===== src/rtl/sd_spi_router.sv =====
// sd_spi_router: steers one SPI master onto one of NTGT targets.
// Target 0 is the physical SD card. Targets 1..NTGT-1 are virtual cards backed by mounted images.
// The routed target changes only while the bus has been idle (ss high) for two consecutive cycles.
// Each target has an activity flag that stays set for TIMEOUT cycles after the last data edge.
module sd_spi_router #(
   parameter int NTGT     = 2,
   parameter int TIMEOUT  = 1000000,
   parameter int MISO_REG = 0,
   localparam int SW      = $clog2(NTGT),
   localparam int CW      = $clog2(TIMEOUT + 1)
) (
   input  logic            clk_sys,
   input  logic            reset,
   input  logic [NTGT-1:0] img_mounted,
   input  logic [NTGT-1:0] img_present,
   input  logic            sck,
   input  logic            ss,
   input  logic            mosi,
   output logic            miso,
   output logic [NTGT-1:0] tgt_sck,
   output logic [NTGT-1:0] tgt_ss,
   output logic [NTGT-1:0] tgt_mosi,
   input  logic [NTGT-1:0] tgt_miso,
   output logic [SW-1:0]   sel,
   output logic            pending,
   output logic [NTGT-1:0] act
);

   localparam logic [CW-1:0] TMO = CW'(TIMEOUT);

   logic [NTGT-1:0] present_r;
   logic [SW-1:0]   sel_r;
   logic [SW-1:0]   want_s;
   logic            ss_q_r;
   logic            mosi_q_r;
   logic            miso_e_q_r;
   logic            miso_sel_s;
   logic            toggle_s;
   logic [CW-1:0]   cnt_r [NTGT];

   // Capture image presence on each mount strobe; the physical card slot is never "present".
   always_ff @(posedge clk_sys) begin
      if (reset) begin
         present_r <= {NTGT{1'b0}};
      end else begin
         for (int i = 1; i < NTGT; i++) begin
            if (img_mounted[i]) begin
               present_r[i] <= img_present[i];
            end
         end
         present_r[0] <= 1'b0;
      end
   end

   // Wanted target: lowest mounted virtual card, otherwise the physical card.
   always_comb begin
      want_s = {SW{1'b0}};
      for (int i = NTGT - 1; i >= 1; i--) begin
         if (present_r[i]) begin
            want_s = SW'(i);
         end else begin
            want_s = want_s;
         end
      end
   end

   // Apply a target switch only after two consecutive idle cycles so no transaction is split.
   always_ff @(posedge clk_sys) begin
      if (reset) begin
         sel_r  <= {SW{1'b0}};
         ss_q_r <= 1'b1;
      end else begin
         ss_q_r <= ss;
         if ((want_s != sel_r) && ss && ss_q_r) begin
            sel_r <= want_s;
         end
      end
   end

   assign sel     = sel_r;
   assign pending = (want_s != sel_r);

   // Route the master onto the selected target; idle levels everywhere else.
   always_comb begin
      tgt_ss   = {NTGT{1'b1}};
      tgt_sck  = {NTGT{1'b0}};
      tgt_mosi = {NTGT{1'b1}};
      tgt_ss[sel_r]   = ss;
      tgt_sck[sel_r]  = sck;
      tgt_mosi[sel_r] = mosi;
   end

   assign miso_sel_s = tgt_miso[sel_r];

   generate
      if (MISO_REG != 0) begin : g_miso_reg
         logic miso_q_r;
         // Retime the returned data by one cycle.
         always_ff @(posedge clk_sys) begin
            if (reset) begin
               miso_q_r <= 1'b1;
            end else begin
               miso_q_r <= miso_sel_s;
            end
         end
         assign miso = miso_q_r;
      end else begin : g_miso_comb
         assign miso = miso_sel_s;
      end
   endgenerate

   // Remember the previous data levels to detect toggles; history survives a target switch.
   always_ff @(posedge clk_sys) begin
      if (reset) begin
         mosi_q_r   <= 1'b1;
         miso_e_q_r <= 1'b1;
      end else begin
         mosi_q_r   <= mosi;
         miso_e_q_r <= miso_sel_s;
      end
   end

   assign toggle_s = (mosi ^ mosi_q_r) | (miso_sel_s ^ miso_e_q_r);

   // Activity hold counters: cleared by a toggle on the selected target, otherwise saturate at TIMEOUT.
   always_ff @(posedge clk_sys) begin
      if (reset) begin
         for (int i = 0; i < NTGT; i++) begin
            cnt_r[i] <= TMO;
         end
      end else begin
         for (int i = 0; i < NTGT; i++) begin
            if (toggle_s && (sel_r == SW'(i))) begin
               cnt_r[i] <= {CW{1'b0}};
            end else if (cnt_r[i] < TMO) begin
               cnt_r[i] <= cnt_r[i] + {{(CW-1){1'b0}}, 1'b1};
            end
         end
      end
   end

   // A target is active while its counter has not yet reached the hold time.
   always_comb begin
      act = {NTGT{1'b0}};
      for (int i = 0; i < NTGT; i++) begin
         act[i] = (cnt_r[i] < TMO);
      end
   end

endmodule


===== config.mk =====
export PLATFORM = sky130hd
export DESIGN_NAME = sd_spi_router
export DESIGN_NICKNAME = d
export VERILOG_FILES = /design/src/rtl/sd_spi_router.sv
export SDC_FILE = /design/constraint.sdc
export NUM_CORES = 1
export LEC_CHECK = 0
export ABC_CLOCK_PERIOD_IN_PS = 3650
export CAP_MARGIN = 20
export CORE_MARGIN = 2
export CORE_UTILIZATION = 40
export CTS_CLUSTER_SIZE = 16
export DETAILED_ROUTE_END_ITERATION = 12
export GPL_TIMING_DRIVEN = 0
export HOLD_SLACK_MARGIN = 0.12
export SYNTH_ARGS = -nofsm -noshare
export SYNTH_HDL_FRONTEND = slang
export SYNTH_SLANG_ARGS = --single-unit
export TNS_END_PERCENT = 5

===== constraint.sdc =====
create_clock -name clk_sys -period 3.65 [get_ports clk_sys]
set_input_delay 0.73 -clock clk_sys [delete_from_list [all_inputs] [get_ports clk_sys]]
set_output_delay 0.73 -clock clk_sys [all_outputs]
set_load 0.01 [all_outputs]

Word level (Yosys, flattened, before mapping)
Memory sizes are Yosys's and may differ from the RTL's.
Cells that the tools add are included.
{"block": "totals", "ramBits": 40, "elab_cells": 55, "n_memories": 1, "ff_bits": 5, "input_bits": 11}
{"block": "classes", "addsub": 2, "bitwise_logic": 12, "n_reduce_logical": 5, "eq_ne": 1, "n_lt_le_gt_ge": 4, "mux": 25}
{"name": "cnt_r", "depth": 2, "word_bits": 20, "read_ports": 2, "rd_ports_with_merged_regs": 0, "write_ports": 2, "line": "39", "rtl": "logic [CW-1:0] cnt_r [NTGT];"}
{"cell": "2-to-1 mux 20 bit", "n": 4}
{"cell": "adder 20 x 1 -> 20 bit, second input constant", "n": 2}
{"cell": "< comparator 20 bit, second input constant", "n": 2}
{"cell": "2-to-1 mux 1 bit", "n": 20}
{"cell": "logical AND 1 bit", "n": 5}
{"cell": "bitwise OR 1 bit", "n": 5}
{"cell": "bitwise OR 2 bit", "n": 2}
{"cell": "AND 2 bit", "n": 1}
{"cell": "< comparator 1 x 2 -> 1 bit, second input constant", "n": 1}
{"cell": "NOT 2 bit", "n": 1}
{"cell": "bitwise XOR 1 bit", "n": 2}
{"cell": "demux 1 bit (select 1 bit)", "n": 1}
{"cell": "greater-or-equal comparator 1 bit, second input constant", "n": 1}
{"cell": "!= test 1 bit", "n": 1}
{"cell": "NOT 1 bit", "n": 1}

Longest topological paths before layout
Gate-level depths: netlist of the first run.
{"block": "depth", "word_depth": 10, "mapped_depth": 6, "ltp_nobuf": 6}

Worst setup path after synthesis of the first run
OpenSTA, ideal clock, no wires.
{"block": "synth_path", "path_kind": "register to register", "startpoint": "memory cnt_r[0][15] (netlist bit)", "endpoint": "memory cnt_r[0][0] (netlist bit), enable pin", "period_less_slack_ns": 2.311, "path_stages_with_launch": 5, "setup_ns": 0.377, "t_arrival_ns": 1.934, "path_buffers": 0, "setup_slack_ns": 1.339, "required_ns": 3.273, "cell_sequence": "edfxtp_1 -> or4_4 -> o311a_4 -> inv_2 -> or3_1"}
{"element": "start: declaration", "line": "39"}

==> results of run 1 <==
[cell type report]
cell class / instances / area (um^2) / area share
plain buffers: 7 / 36.3 / 0.0127
clock buffers: 7 / 96.3 / 0.0337
clock inverters: 1 / 5.00 / 0.00175
inverters: 4 / 15.0 / 0.00525
multi-input cells: 178 / 1130 / 0.395
flip-flops and latches: 45 / 1300 / 0.455
well taps: 75 / 93.8 / 0.0328
repair buffers: 18 / 180 / 0.0630
[cells by family (layout without fill, tap and decap cells)]
| group | count (synthesis) | after routing |
|---|---|---|
| fa+ha+maj | 2 | 2 |
| compound gates | 25 | 25 |
| simple gates | 109 | 109 |
| mux | 2 | 2 |
| buf+inv | 11 | 37 |
| xor+xnor | 40 | 40 |
| flops | 45 | 45 |
[power by group through the flow]
stage | Combinational [uW] | Clock, uW | Sequential, uW
final | 137 | 338 | 653
after global routing | 153 | 369 | 659
after floorplan | 95.3 | 0 | 651
after detailed placement | 137 | 0 | 663
after CTS | 139 | 349 | 652
after global placement | 135 | 0 | 662
[registers in the layout, summed over array words and instances (netlist names)]
name and count:
cnt_r 40, miso_e_q_r 1, present_r 1, sel 1, mosi_q_r 1, ss_q_r 1
[routing by layer]
layer  up-vias  GRT usage  wire length (um)
li1        884          -                 -
met1       789      0.214              2350
met2        38      0.234              2120
met3         9     0.0346               172
met4         0     0.0508                68
met5         -          0                 0
[worst reg2reg max path: stages (launching register included)]
cell and delay (ps):
edfxtp_1 460, or4_4 560, o311a_4 400, inv_2 100, or3_1 690
[metrics by stage]
step | setup WS [ps] | cells | instance area (um^2) | utilization | total power (uW)
after global placement | 656 | 327 | 2760 | 0.463 | 796
after detailed placement | 632 | 327 | 2760 | 0.463 | 801
final | 586 | 335 | 2860 | 0.480 | 1130
after floorplan | 1340 | 234 | 2480 | - | 747
after CTS | 579 | 335 | 2860 | 0.480 | 1140
after global routing | 544 | 335 | 2860 | 0.480 | 1180
[cell usage in the layout, fill, tap and decap left out, drive strengths merged]
| cell | n |
|---|---|
| nor2 | 35 |
| clkdlybuf4s50 | 18 |
| xnor2 | 18 |
| or2 | 5 |
| o31a | 1 |
| nor3 | 3 |
| a31oi | 2 |
| nand4b | 1 |
| dfxtp | 5 |
| a311o | 1 |
| and3 | 10 |
| nand4 | 8 |
| nand3 | 19 |
| edfxtp | 40 |
| clkbuf | 11 |
| nor4 | 4 |
| ha | 2 |
| inv | 4 |
| a21oi | 9 |
| or3 | 1 |
| and4 | 2 |
| a21boi | 1 |
| buf | 3 |
| mux2i | 2 |
| nand2b | 3 |
| nand2 | 13 |
| and2 | 3 |
| or4 | 1 |
| nor2b | 1 |
| o21ai | 8 |
| o21a | 2 |
| o311a | 1 |
| clkinv | 1 |
| xor2 | 22 |
[worst paths after layout]
path | start | endpoint | cells past startpoint
max | cnt_r[0][15] | act[0] | 4
max reg2reg | cnt_r[0][15] | cnt_r[0][14] | 4
min reg2reg | ss_q_r | sel | 2
min | ss_q_r | sel | 2
==> impl_metrics.ini, run 1 <==
[floorplanning]
placementRows = 28
io_pins = 22
die_h_um = 82.8
dieArea_mm2 = 0.00685
start_util = 0.417
die_w_um = 82.8
core-area_mm2 = 0.00596

[layout]
n_antenna_cell = 0
drive_above_1_share = 0.0923
fillers = 572
area_growth_pct = 15.1
layout.nets = 272

[worst_setup_path]
crit_type = reg -> out
path_max_fanout = 4
arrival_ps = 2330
crit_buf_inv = 2
end_kind = output port
worstSetupStartpointType = flop
crit_required_ps = 2920
critical-path-top-delay-family = buffers and inverters
r2r_slack_ps = 1080
worst_path_largest_cell_delay_ps = 560
crit_chain = or4_4 -> o311a_4 -> inv_2 -> clkdlybuf4s50_1
cp_slowest_cell = or4_4

[synth]
synth_top_family_by_area = simple AND/OR/NAND/NOR gates
ys_top_cells_by_area = edfxtp_1 (48%), xor2_1 (7.8%), xnor2_1 (6.4%), nor2_1 (5.3%), dfxtp_1 (4.0%)
synth_edf_count = 40
ys_ff_latch = 45
ys.flop_type = edfxtp_1
synth-compound-area-share = 0.0706
synthSimpleGateAreaFrac = 0.225
avgSynthCellArea_um2 = 10.6
synthCells = 234
synth_cell_types = 39
ys_warn_count = 0
synth_top_area_frac = 0.484
yosysSeqAreaShare = 0.524
synthMuxAreaShare = 0.00806
yosys-top-cells-count = edfxtp_1 (40), nor2_1 (35), xor2_1 (22), nand3_1 (19), xnor2_1 (18)
synthesis.area_mm2 = 0.00248
yosysTopAreaCell = edfxtp_1
yosysMostFrequentCell = edfxtp_1
async_flop_share = 0
synthesis.nets = 247
synthXorXnorAreaFrac = 0.141
synthAdderAreaFrac = 0.0101

[power]
peakVddDrop_v = 0.000233
internal_power_uw = 847
p_per_area_mw_per_mm2 = 394
seq_power_share = 0.579
leakage_uw = 0.000994
switching_share = 0.249
p_sw_uw = 280
p_clk_frac = 0.300
pwr-share-comb = 0.121

[timing]
fmax_mhz = 326
max_slew_margin = 0.352
finalCritPeriodShare = 0.839
rsz0062_at_grt = no
hold_viol_final = 0
worst_slew_pin_slew_ps = 973
finalSetupViolations = 0
fin_hold_ws_ps = 485
period_minus_slack_ps = 3060
final.setup.tns_ps = 0
drv_slew = 0
fin_skew_ps = 6.53

[global_routing]
first_global_vias = 1657
grt_overflow_total = 0
grt_usage = 0.153
antenna_found_initial = 0
grt_pass1_wl_um = 7990
grt_start_max_net_pins = 21

[placement]
hpwlAfterDp_um = 3250
gpl.final_weighted_congestion = 0.832
io_buffers = 18

[detailed_routing]
dr.pass1.iters = 4
drc_errors = 0
avgViaCountPerCell = 5.13
drt-initial-drc-count = 90
wire_per_inst_um = 14.1
wl_um = 4710
ant_nets = 0
num_vias = 1720

[clock_tree]
clk_latency_ps = 290
clock_sinks = 45
cts_resized = 0
postCtsSetupRepairBufs = 0
h-tree-depth = 2
path_clk_slew_ps = 80
cts_tree = yes
cts_hold_repair.buffers = 0
clockRootBuffer = clkbuf_8
cts_max_path_buffers = 2
numCtsBuffers = 5

[outcome]
status = finished clean

[job]
max-cap-violations = 0

[worst_hold_path]
hold_class = reg -> reg
No activity file was read; power rests on OpenSTA's default activity.
==> run 2: changes to the inputs <==
--- a/config.mk
+++ b/config.mk
@@ -5,7 +5,7 @@
 export SDC_FILE = /design/constraint.sdc
 export NUM_CORES = 1
 export LEC_CHECK = 0
-export ABC_CLOCK_PERIOD_IN_PS = 3650
+export ABC_CLOCK_PERIOD_IN_PS = 3100
 export CAP_MARGIN = 20
 export CORE_MARGIN = 2
 export CORE_UTILIZATION = 40
==> constraint.sdc (replaced) <==
create_clock -name clk_sys -period 3.1 [get_ports clk_sys]
set_input_delay 0.62 -clock clk_sys [delete_from_list [all_inputs] [get_ports clk_sys]]
set_output_delay 0.62 -clock clk_sys [all_outputs]
set_load 0.01 [all_outputs]
==> results of run 2 <==
Same layout as run 1 (identical final DEF). Status: finished clean.
Among the figures that moved: setup slack after placement 632 ps -> 192 ps; setup slack after layout 586 ps -> 146 ps; register-to-register setup slack 1080 ps -> 530 ps; total power 1130 uW -> 1330 uW; worst IR drop on VDD 0.000233 V -> 0.000275 V
